<file path="src/rtl/rf_arb_pkg.sv">
// rtl/rf_arb_pkg.sv - shared types and constants for register-file writeback arbitration
package rf_arb_pkg;

  localparam int RF_ADDR_W = 5;
  localparam int RF_DATA_W = 32;

  typedef struct packed {
    logic [RF_ADDR_W-1:0] addr;
    logic [RF_DATA_W-1:0] data;
  } wb_req_t;

  typedef enum logic [1:0] {
    SRC_ALU = 2'd0,
    SRC_LSU = 2'd1,
    SRC_CSR = 2'd2
  } wb_src_e;

  // True when two or more bits are set: clearing the lowest set bit leaves something behind.
  function automatic logic more_than_one(input logic [31:0] v);
    return (v & (v - 32'd1)) != 32'd0;
  endfunction

endpackage

</file>
<file path="src/rtl/rf_wb_arbiter_rr_pick.sv">
// rtl/rf_wb_arbiter_rr_pick.sv - combinational round-robin pick starting at a priority pointer
module rr_pick #(
  parameter int N     = 3,
  parameter int PTR_W = 2
) (
  input  logic [N-1:0]     req_i,
  input  logic [PTR_W-1:0] ptr_i,
  output logic [N-1:0]     gnt_o,
  output logic [PTR_W-1:0] idx_o,
  output logic             valid_o
);

  int               w_start;
  int               w_pos;
  logic [PTR_W-1:0] w_sel;

  always_comb begin
    gnt_o   = '0;
    idx_o   = '0;
    valid_o = 1'b0;
    w_pos   = 0;
    w_sel   = '0;
    // Out-of-range pointers cannot occur, but fall back to index 0 so the scan stays in range.
    w_start = (int'(ptr_i) < N) ? int'(ptr_i) : 0;
    for (int k = 0; k < N; k++) begin
      w_pos = w_start + k;
      if (w_pos >= N) begin
        w_pos = w_pos - N;
      end
      w_sel = PTR_W'(w_pos);
      if (!valid_o && req_i[w_sel]) begin
        valid_o      = 1'b1;
        gnt_o[w_sel] = 1'b1;
        idx_o        = w_sel;
      end
    end
  end

endmodule

</file>
<file path="src/rtl/rf_wb_arbiter.sv">
// rtl/rf_wb_arbiter.sv - round-robin arbiter sharing the register-file write port
module rf_wb_arbiter
  import rf_arb_pkg::*;
#(
  parameter int NUM_REQ = 3,
  parameter int ADDR_W  = RF_ADDR_W,
  parameter int DATA_W  = RF_DATA_W
) (
  input  logic                      clk,
  input  logic                      rst_ni,
  input  logic                      stall_i,
  input  logic [NUM_REQ-1:0]        req_i,
  input  logic [NUM_REQ*ADDR_W-1:0] addr_i,
  input  logic [NUM_REQ*DATA_W-1:0] data_i,
  output logic [NUM_REQ-1:0]        gnt_o,
  output logic                      we_o,
  output logic [ADDR_W-1:0]         waddr_o,
  output logic [DATA_W-1:0]         wdata_o,
  output logic                      conflict_o
);

  localparam int PTR_W = (NUM_REQ > 1) ? $clog2(NUM_REQ) : 1;

  logic [PTR_W-1:0]  r_ptr;
  logic              r_we;
  logic [ADDR_W-1:0] r_waddr;
  logic [DATA_W-1:0] r_wdata;
  logic              r_conflict;

  logic [ADDR_W-1:0]  w_addr [NUM_REQ];
  logic [DATA_W-1:0]  w_data [NUM_REQ];
  logic [NUM_REQ-1:0] w_req_eff;
  logic [NUM_REQ-1:0] w_gnt;
  logic [PTR_W-1:0]   w_idx;
  logic               w_valid;
  logic [PTR_W-1:0]   w_ptr_nxt;
  logic               w_multi;
  logic [ADDR_W-1:0]  w_sel_addr;
  logic [DATA_W-1:0]  w_sel_data;

  for (genvar g = 0; g < NUM_REQ; g++) begin : g_unpack
    assign w_addr[g] = addr_i[g*ADDR_W +: ADDR_W];
    assign w_data[g] = data_i[g*DATA_W +: DATA_W];
  end

  // A stall masks every request, so no grant is issued and the pointer holds.
  assign w_req_eff = stall_i ? '0 : req_i;

  rr_pick #(
    .N     (NUM_REQ),
    .PTR_W (PTR_W)
  ) u_pick (
    .req_i   (w_req_eff),
    .ptr_i   (r_ptr),
    .gnt_o   (w_gnt),
    .idx_o   (w_idx),
    .valid_o (w_valid)
  );

  assign w_sel_addr = w_addr[w_idx];
  assign w_sel_data = w_data[w_idx];
  assign w_ptr_nxt  = (w_idx == PTR_W'(NUM_REQ - 1)) ? '0 : w_idx + PTR_W'(1);
  assign w_multi    = more_than_one(32'(req_i));

  always_ff @(posedge clk or negedge rst_ni) begin
    if (!rst_ni) begin
      r_ptr      <= '0;
      r_we       <= 1'b0;
      r_waddr    <= '0;
      r_wdata    <= '0;
      r_conflict <= 1'b0;
    end else if (w_valid) begin
      r_ptr      <= w_ptr_nxt;
      r_waddr    <= w_sel_addr;
      r_wdata    <= w_sel_data;
      // x0 is hardwired: the write is consumed but never reaches the register file.
      r_we       <= (w_sel_addr != '0);
      r_conflict <= w_multi;
    end else begin
      r_we       <= 1'b0;
      r_conflict <= 1'b0;
    end
  end

  assign gnt_o      = w_gnt;
  assign we_o       = r_we;
  assign waddr_o    = r_waddr;
  assign wdata_o    = r_wdata;
  assign conflict_o = r_conflict;

endmodule
</file>
<file path="config.mk">
export PLATFORM = sky130hd
export DESIGN_NAME = rf_wb_arbiter
export DESIGN_NICKNAME = d
export VERILOG_FILES = /design/src/rtl/rf_arb_pkg.sv /design/src/rtl/rf_wb_arbiter_rr_pick.sv /design/src/rtl/rf_wb_arbiter.sv
export SDC_FILE = /design/constraint.sdc
export NUM_CORES = 1
export LEC_CHECK = 0
export ABC_AREA = 1
export ABC_CLOCK_PERIOD_IN_PS = 2200
export CORE_MARGIN = 1.5
export CORE_UTILIZATION = 34
export DETAILED_ROUTE_END_ITERATION = 10
export PLACE_DENSITY_LB_ADDON = 0.3
export SLEW_MARGIN = 20
export SYNTH_ARGS = -nofsm -noshare
export SYNTH_HDL_FRONTEND = slang
export SYNTH_SLANG_ARGS = --single-unit
</file>
<file path="constraint.sdc">
create_clock -name clk -period 2.2 [get_ports clk]
set_input_delay 0.22 -clock clk [delete_from_list [all_inputs] [get_ports clk]]
set_output_delay 0.22 -clock clk [all_outputs]
set_load 0.005 [all_outputs]
</file>
==> After elaboration in Yosys (flattened, before gate mapping) <==
Cells that the tools add are included.
{ "op_classes": {"add_sub_neg": 7, "magnitude_cmp": 11, "eq_ne": 1, "n_mux": 35, "bitwise_logic": 4, "reduce_logical": 9} }
{ "op_table": {"columns": ["cell", "count"], "rows": [
  ["$ge 32x3->1 const B", 3],
  ["$bmux 32 s2", 1],
  ["$mux 32", 2],
  ["$and 3x32->32", 1],
  ["$reduce_bool 32->1", 1],
  ["$mux 2", 8],
  ["$mux 3", 4],
  ["$mux 1", 11],
  ["$bmux 5 s2", 1],
  ["$mux 5", 2],
  ["$lt 2x3->1 const B", 3],
  ["$bmux 1 s2", 3],
  ["$demux 1 s2", 3],
  ["$ge 2x1->1 const B", 3],
  ["$or 3x3->3", 2],
  ["$sub 2x1->2 const B", 3],
  ["$logic_and 1x1->1", 5],
  ["$reduce_bool 5->1", 1],
  ["$sub 3x1->4 const B", 1],
  ["$add 2x1->3 const B", 1],
  ["$add 2x2->3 const B", 1],
  ["$ge 3x3->1 const B", 1],
  ["$not 2->3", 1],
  ["$add 2x1->2 const B", 1],
  ["3 further kinds", 4]
]} }
{ "totals": {"register_bits": 41, "inputBits": 117, "output_inout_bits": 42, "wordCells": 72} }

==> Logic depth before layout (Yosys ltp) <==
Gate-level depths: netlist (run 1).
{ "depth": {"depth_word": 19, "mapped_depth": 18, "depth_no_buf": 17} }

==> By module <==
Synthesis (run 1) repeated with hierarchy kept, for this count alone.
{ "unflattened": {"cells_unflattened": 333, "area_unflattened_um2": 2543.7} }
{ "modules_own_cells": {"columns": ["mod", "instances", "cells_each", "area_each_um2", "seq_area_each_um2"], "rows": [
  ["rf_wb_arbiter", 1, 272, 2223.4, 1026.0],
  ["rr_pick", 1, 61, 320.3, 0.0]
]} }

==> Worst setup path after synthesis (run 1) <==
OpenSTA, ideal clock, no wires.
{ "synth_path": {"path_kind": "register to register", "from": "register r_ptr[0]", "to": "register r_wdata[18], in the netlist wdata_o[18]", "setup_time_ns": 0.126, "arrival_time_ns": 1.961, "t_required_ns": 2.074, "slack_ns": 0.113, "stages_incl_launch_ff": 16, "path_buffers": 2, "synth_period_minus_slack_ns": 2.087, "path_cell_list": "dfrtp_1 inv_1 ha_1 inv_2 nand3_1 nand3_1 nand2_2 inv_2 nand3_1 nand2_1 nor2_4 inv_4 buf_6 buf_4 a21oi_1 a21oi_1"} }
{ "synth_via": {"elab_chain_len": 17, "word_cells_on_any_way": 33, "classes_between": "add/sub: 5; order compare: 4; mux: 19; bitwise: 1; reduce/logical: 4"} }
{ "synth_lines": {"columns": ["item", "line_no", "source"], "rows": [
  ["from (decl)", "rf_wb_arbiter.sv:24", "logic [PTR_W-1:0] r_ptr;"],
  ["from (signal assigned)", "rf_wb_arbiter.sv:73", "r_ptr <= w_ptr_nxt;"],
  ["$lt 2x2->1", "rf_wb_arbiter_rr_pick.sv:24", "w_start = (int'(ptr_i) < N) ? int'(ptr_i) : 0;"],
  ["$mux 2 (*)", "rf_wb_arbiter_rr_pick.sv:24", null],
  ["parallel branches: the longest is 15 deep, another holds $ge 32x3->1", null, null],
  ["to (signal assigned)", "rf_wb_arbiter.sv:75", "r_wdata <= w_sel_data;"],
  ["to (decl)", "rf_wb_arbiter.sv:27", "logic [DATA_W-1:0] r_wdata;"]
]} }
Mark *: on every way between the ends. The select of a mux whose other input is x is not followed.
A chain may end at the register's enable or synchronous reset.

==> Final worst setup path (run 1) <==
{ "layout_path": {"from": "register r_ptr[0]", "to": "register r_wdata[1], in the netlist wdata_o[1]"} }
The elaborated chain is that of the path after synthesis.

==> qor.yml, run 1 <==
cts_hold_buffers: 0
antenna_cells: 0
ir_drop_v: 0.0008366
cts-root-buf: "clkbuf_8"
critical_path_arrival_ps: 2500
violations: "setup timing"
drtIter0Drc: 72
p_total_mw: 8.014
maxSlewViolCount: 0
period_share_pct: 104.3
min_path_type: "in -> async"
finish.net_count: 672
fin_skew_ps: 6.659
grt_usage_pct: 22.87
startpoint_type: "flip-flop"
layout_common_cells: "clkdlybuf4s50_1 (154), a21oi_1 (50), a21oi_2 (46), dfrtp_1 (40), inv_1 (39)"
ys_ff_latch: 41
place.detailed.hpwl_um: 6314
mostFrequentLayoutCell: "clkdlybuf4s50_1"
gp_congestion: 0.9135
max_freq_ghz: 0.4358
numPortBuffers: 158
antenna_found_initial: 0
cts_tree: "yes"
yosysUniqueCellTypes: 32
grt_max_degree: 42
crit_fanout: 37
wirelength_um: 9987
power.density_mw_per_mm2: 1579
grt_pass1_wl_um: 15160
dieArea_mm2: 0.008261
layout.area.seq_mm2: 0.001027
syn_to_final_growth_pct: 93.19
setup.worst_path.class: "reg -> reg"
num_vias: 3211
rows: 31
fill_cells: 586
required_ps: 2400
grt_remaining_overflow: 0
cts_made_buffers: 5
p_leak_nw: 2.160
syn_inst: 362
outcome: "complete, but fails checks"
viasPerCell: 4.932
cts.htree.levels: 2
hold_viol_final: 0
clk_path_buf_depth: 2
syn_area_mm2: 0.002626
drive_above_1_share_pct: 25.91
multi_input_area_mm2: 0.001567
ant_nets: 0
relSlewSlack_pct: 37.67
clk_pin_slew_worst_paths_ps: 80
fp.dieH_um: 90.89
syn_nets: 483
postSynthAreaPerCell_um2: 7.255
coreArea_mm2: 0.007370
post-place-ws_ps: -115.3
grt_pass1_vias: 3139
drt-wirelength-per-cell_um: 15.34
ys_seq_area_share_pct: 39.07
layout_min_cycle_time_ps: 2294
endpoint_kind: "flip-flop"
first_pass_iters: 4
worst_pin_slew_ps: 935.0
cap_violations: 0
finalSetupViolations: 34
cts.sinks: 41
synth_warnings: 0
clock_latency_ps: 290
fp.dieW_um: 90.89
fin_ws_ps: -94.45
start_util_pct: 35.64
io_pins: 159
whs_ps: 61.38
rsz0062_at_grt: "true"
drcViolationCount: 0
## cells by family (layout without fill, tap and decap cells)
kind of cell             after synthesis  count (layout)  share of synthesized area, %
buffers and inverters                 71             261                         12.58
AND/OR/NAND/NOR                      103             103                         18.29
adder cells (fa/ha/maj)                5               5                         2.287
AO/OA/AOI/OAI                        142             142                         27.78
flip-flops                            41              41                         39.07
## sequential cells by signal, indices dropped and copies added (netlist names)
name        flops
we_o            1
waddr_o         5
conflict_o      1
wdata_o        32
r_ptr           2
## final cells by class
cell class | count | share of cell area, %
clock inverter | 1 | 0.5919
inverter | 50 | 3.872
clock buffer | 7 | 1.702
sequential | 41 | 20.25
tap | 99 | 2.441
multi-input combinational | 250 | 30.88
timing repair buffer | 203 | 40.27
## repair_timing
action,4_1_cts,5_1_grt
resized for setup,68,48
setup buffers,16,7
cloned,3,0
setup endpoints to repair,37,43
pin swaps,10,18
## metal layers
| layer | up-vias | wire length [um] | global-route usage, % |
|---|---|---|---|
| li1 | 1584 | - | - |
| met1 | 1476 | 3717 | 25.50 |
| met2 | 122 | 5361 | 41.54 |
| met3 | 29 | 572 | 5.219 |
| met4 | 0 | 335 | 9.505 |
| met5 | - | 0 | 0 |
## critical path, cell delays in order (launching register included)
cell	delay, ps
dfrtp_1	410
buf_6	130
ha_4	170
buf_6	120
o21ai_4	140
nand2_4	100
buf_4	150
buf_4	140
nand4_4	100
nand2_4	120
buf_12	190
a21oi_1	140
o21ai_1	80
a21oi_1	170
## cells in the mapped netlist
master	instances	share of area, %
nor2_2	1	0.24
inv_2	4	0.57
clkbuf_2	1	0.19
nand2_1	33	4.7
nor3_1	1	0.19
a21oi_4	1	0.62
clkbuf_4	2	0.57
o21ai_2	1	0.33
nand4_2	2	0.95
nand3_1	20	3.8
nand3b_1	1	0.29
nand3_2	3	1.1
inv_1	43	6.1
o21ai_1	29	5.5
nor2_4	1	0.43
inv_4	1	0.24
nand2_4	2	0.86
o211ai_1	1	0.29
buf_4	3	0.86
clkinv_1	2	0.29
buf_2	3	0.57
maj3_1	1	0.38
o22ai_1	1	0.24
buf_1	1	0.14
ha_1	4	1.9
o21ai_0	13	2.5
dfrtp_1	41	39
a21oi_1	96	18
clkbuf_1	6	0.86
nand2_2	1	0.24
buf_6	5	2.1
nor2_1	38	5.4
## metrics by stage
step	utilization [%]	TNS (ps)	instance area, um2	cells
finish	68.85	-1295	5074	651
global route	68.85	-5387	5074	651
CTS	66.74	-485.1	4918	645
detailed placement	59.52	-1475	4387	618
global placement	59.52	-30.49	4387	618
floorplan	-	0	2626	362
## power by group
part | switching [mW] | internal, mW
Sequential | 0.214 | 1.19
Clock | 0.266 | 0.370
Combinational | 3.03 | 2.95
## final timing paths
kind,end,cells after the start,start,slack (ps)
hold / removal,wdata_o[27],1,rst_ni,60
min in group clk,waddr_o[4],2,waddr_o[4],500
hold reg to reg,waddr_o[4],2,waddr_o[4],500
max in group asynchronous,r_ptr[1],1,rst_ni,1500
setup reg to reg,wdata_o[1],13,r_ptr[0],-90
setup / recovery,wdata_o[1],13,r_ptr[0],-90
Note: power is estimated with default switching activity, not from simulation.
==> run 2: changes to the inputs <==
--- a/config.mk
+++ b/config.mk
@@ -8,7 +8,7 @@
 export ABC_AREA = 1
 export ABC_CLOCK_PERIOD_IN_PS = 2200
 export CORE_MARGIN = 1.5
-export CORE_UTILIZATION = 34
+export CORE_UTILIZATION = 23
 export DETAILED_ROUTE_END_ITERATION = 10
 export PLACE_DENSITY_LB_ADDON = 0.3
 export SLEW_MARGIN = 20
==> qor.yml, run 2 (synthesized netlist as in run 1, its figures left out) <==
outcome: "complete, but fails checks"
violations: "setup timing"
fin_ws_ps: -27.12
worst_pin_slew_ps: 349.5
max_stage_delay_ps: 440
power.internal_mw: 4.386
period_share_pct: 101.2
critical_path_arrival_ps: 2430
dp_cells: 666
drt-wirelength-per-cell_um: 13.76
power_switching_mw: 3.261
gp_congestion: 0.8450
clock_latency_ps: 280
crit_chain: "ha_4 > inv_4 > nand3_2 > nand3_2 > nand2_4 > inv_2 > nand3_2 > nand2_2 > nor2_4 > clkinv_4 > buf_12 > a21oi_2 > o21ai_1 > a21oi_1"
worst-path-buf-inv: 4
drive_above_1_share_pct: 19.09
rsz0062_at_grt: "true"
mostFrequentLayoutCell: "clkdlybuf4s50_1"
clk_pin_slew_worst_paths_ps: 60
pwr-share-comb_pct: 72.4
layout_common_cells: "clkdlybuf4s50_1 (154), a21oi_1 (79), dfrtp_1 (40), inv_1 (39), nor2_1 (35)"
dieArea_mm2: 0.01207
startpoint_type: "flip-flop"
relSlewSlack_pct: 76.52
numPortBuffers: 158
cp_top_family: "simple AND/OR/NAND/NOR gates"
grt_pass1_wl_um: 13150
fill_cells: 1083
cap_violations: 0
power.density_mw_per_mm2: 1521
setup.worst_path.class: "reg -> reg"
required_ps: 2400
p_leak_nw: 2.156
first_pass_iters: 4
drcViolationCount: 0
min_path_type: "in -> async"
stdcell_count: 690
syn_to_final_growth_pct: 91.42
cts.sinks: 41
coreArea_mm2: 0.01098
finish.net_count: 670
fp.dieW_um: 109.9
fin_skew_ps: 1.444
wirelength_um: 9493
critPathSlowestCell: "dfrtp_2"
finalCoreUtilization_pct: 45.77
post-place-ws_ps: -105.6
maxSlewViolCount: 0
clk_path_buf_depth: 2
cts_tree: "yes"
start_util_pct: 23.91
finalSetupViolations: 5
io_pins: 159
clkPwrFrac_pct: 9.3
grt_max_degree: 44
drtIter0Drc: 98
antenna_cells: 0
cts.htree.levels: 2
layout_min_cycle_time_ps: 2227
fin_setup_tns_ps: -65.40
cts_made_buffers: 5
place.detailed.hpwl_um: 6607
fp.dieH_um: 109.9
crit_top_cell: "nand3_2"
grt_pass1_vias: 2811
viasPerCell: 4.486
switching_share_pct: 42.65
cts-root-buf: "clkbuf_16"
hold_viol_final: 0
antenna_found_initial: 0
grt_usage_pct: 13.82
largest_reg_flops: 32
max_freq_ghz: 0.4490
rows: 38
ant_nets: 0
crit_fanout: 8
reg2reg_setup_slack_ps: -30
endpoint_kind: "flip-flop"
p_total_mw: 7.647
num_vias: 3095
ir_drop_v: 0.001185
grt_remaining_overflow: 0
p_seq_share_pct: 18.3
run 2: cell types whose count changed in the layout (fill, tap and decap cells not counted), moves of 6 or more:
cell,before,now
a21oi_1,50,79
a21oi_2,46,16
buf_6,9,3
clkbuf_16,0,9
clkbuf_8,6,0
nand2_1,24,30
run 2: stage by stage:
step           hold slack, ps  area [um2]
6_report                450.5        5027
5_1_grt                 458.4        5027
4_1_cts                 453.7        4717
3_5_place_dp            217.8        4516
3_3_place_gp            214.0        4516
2_1_floorplan          -75.59        2626
run 2: tightest hold or removal path, delay by kind of cell:
family,cells,cell delay (ps)
buffers and inverters,3,870
run 2: path summary, 6_finish.rpt:
check | end | cells after the start | start
setup / recovery | wdata_o[2] | 14 | r_ptr[1]
hold / removal | wdata_o[6] | 3 | rst_ni
setup reg to reg | wdata_o[2] | 14 | r_ptr[1]
hold reg to reg | waddr_o[2] | 2 | waddr_o[2]
max in group asynchronous | r_ptr[1] | 3 | rst_ni
min in group clk | waddr_o[2] | 2 | waddr_o[2]
run 2: routing by layer:
metal  share of wire, %  vias up  wire, um  global-route usage, %
li1                   -     1582         -                      -
met3                6.7        6       636                  4.209
met2                 52       93      4933                  24.36
met1                 41     1414      3845                  16.55
met5                  0        -         0                      0
met4               0.81        0        77                  2.690
run 2: area by class of cell:
class | instances | area [um2] | share of cell area (%)
inverters | 50 | 197.7 | 3.932
clock buffers | 5 | 125.1 | 2.489
repair buffers | 200 | 2039 | 40.57
repair inverters | 1 | 5.005 | 0.09955
multi-input cells | 250 | 1440 | 28.65
well taps | 140 | 175.2 | 3.484
clock inverters | 3 | 17.52 | 0.3484
flip-flops and latches | 41 | 1027 | 20.43
run 2: what timing repair did:
item | 4_1_cts | 5_1_grt
setup buffers | 3 | 7
resized for setup | 9 | 52
endpoints found under the setup margin | 39 | 41
pin swaps | 0 | 25
cloned | 0 | 5
hold buffers | 1 | 0
endpoints found under the hold margin | 41 | 0
run 2: power by group through the flow:
stage | combinational [mW] | clock, mW | sequential (mW)
after floorplan | 2.59 | 0 | 1.42
after global placement | 4.58 | 0 | 1.39
after detailed placement | 4.65 | 0 | 1.40
after CTS | 4.76 | 0.734 | 1.39
after global routing | 6.10 | 0.779 | 1.44
final | 5.54 | 0.713 | 1.40
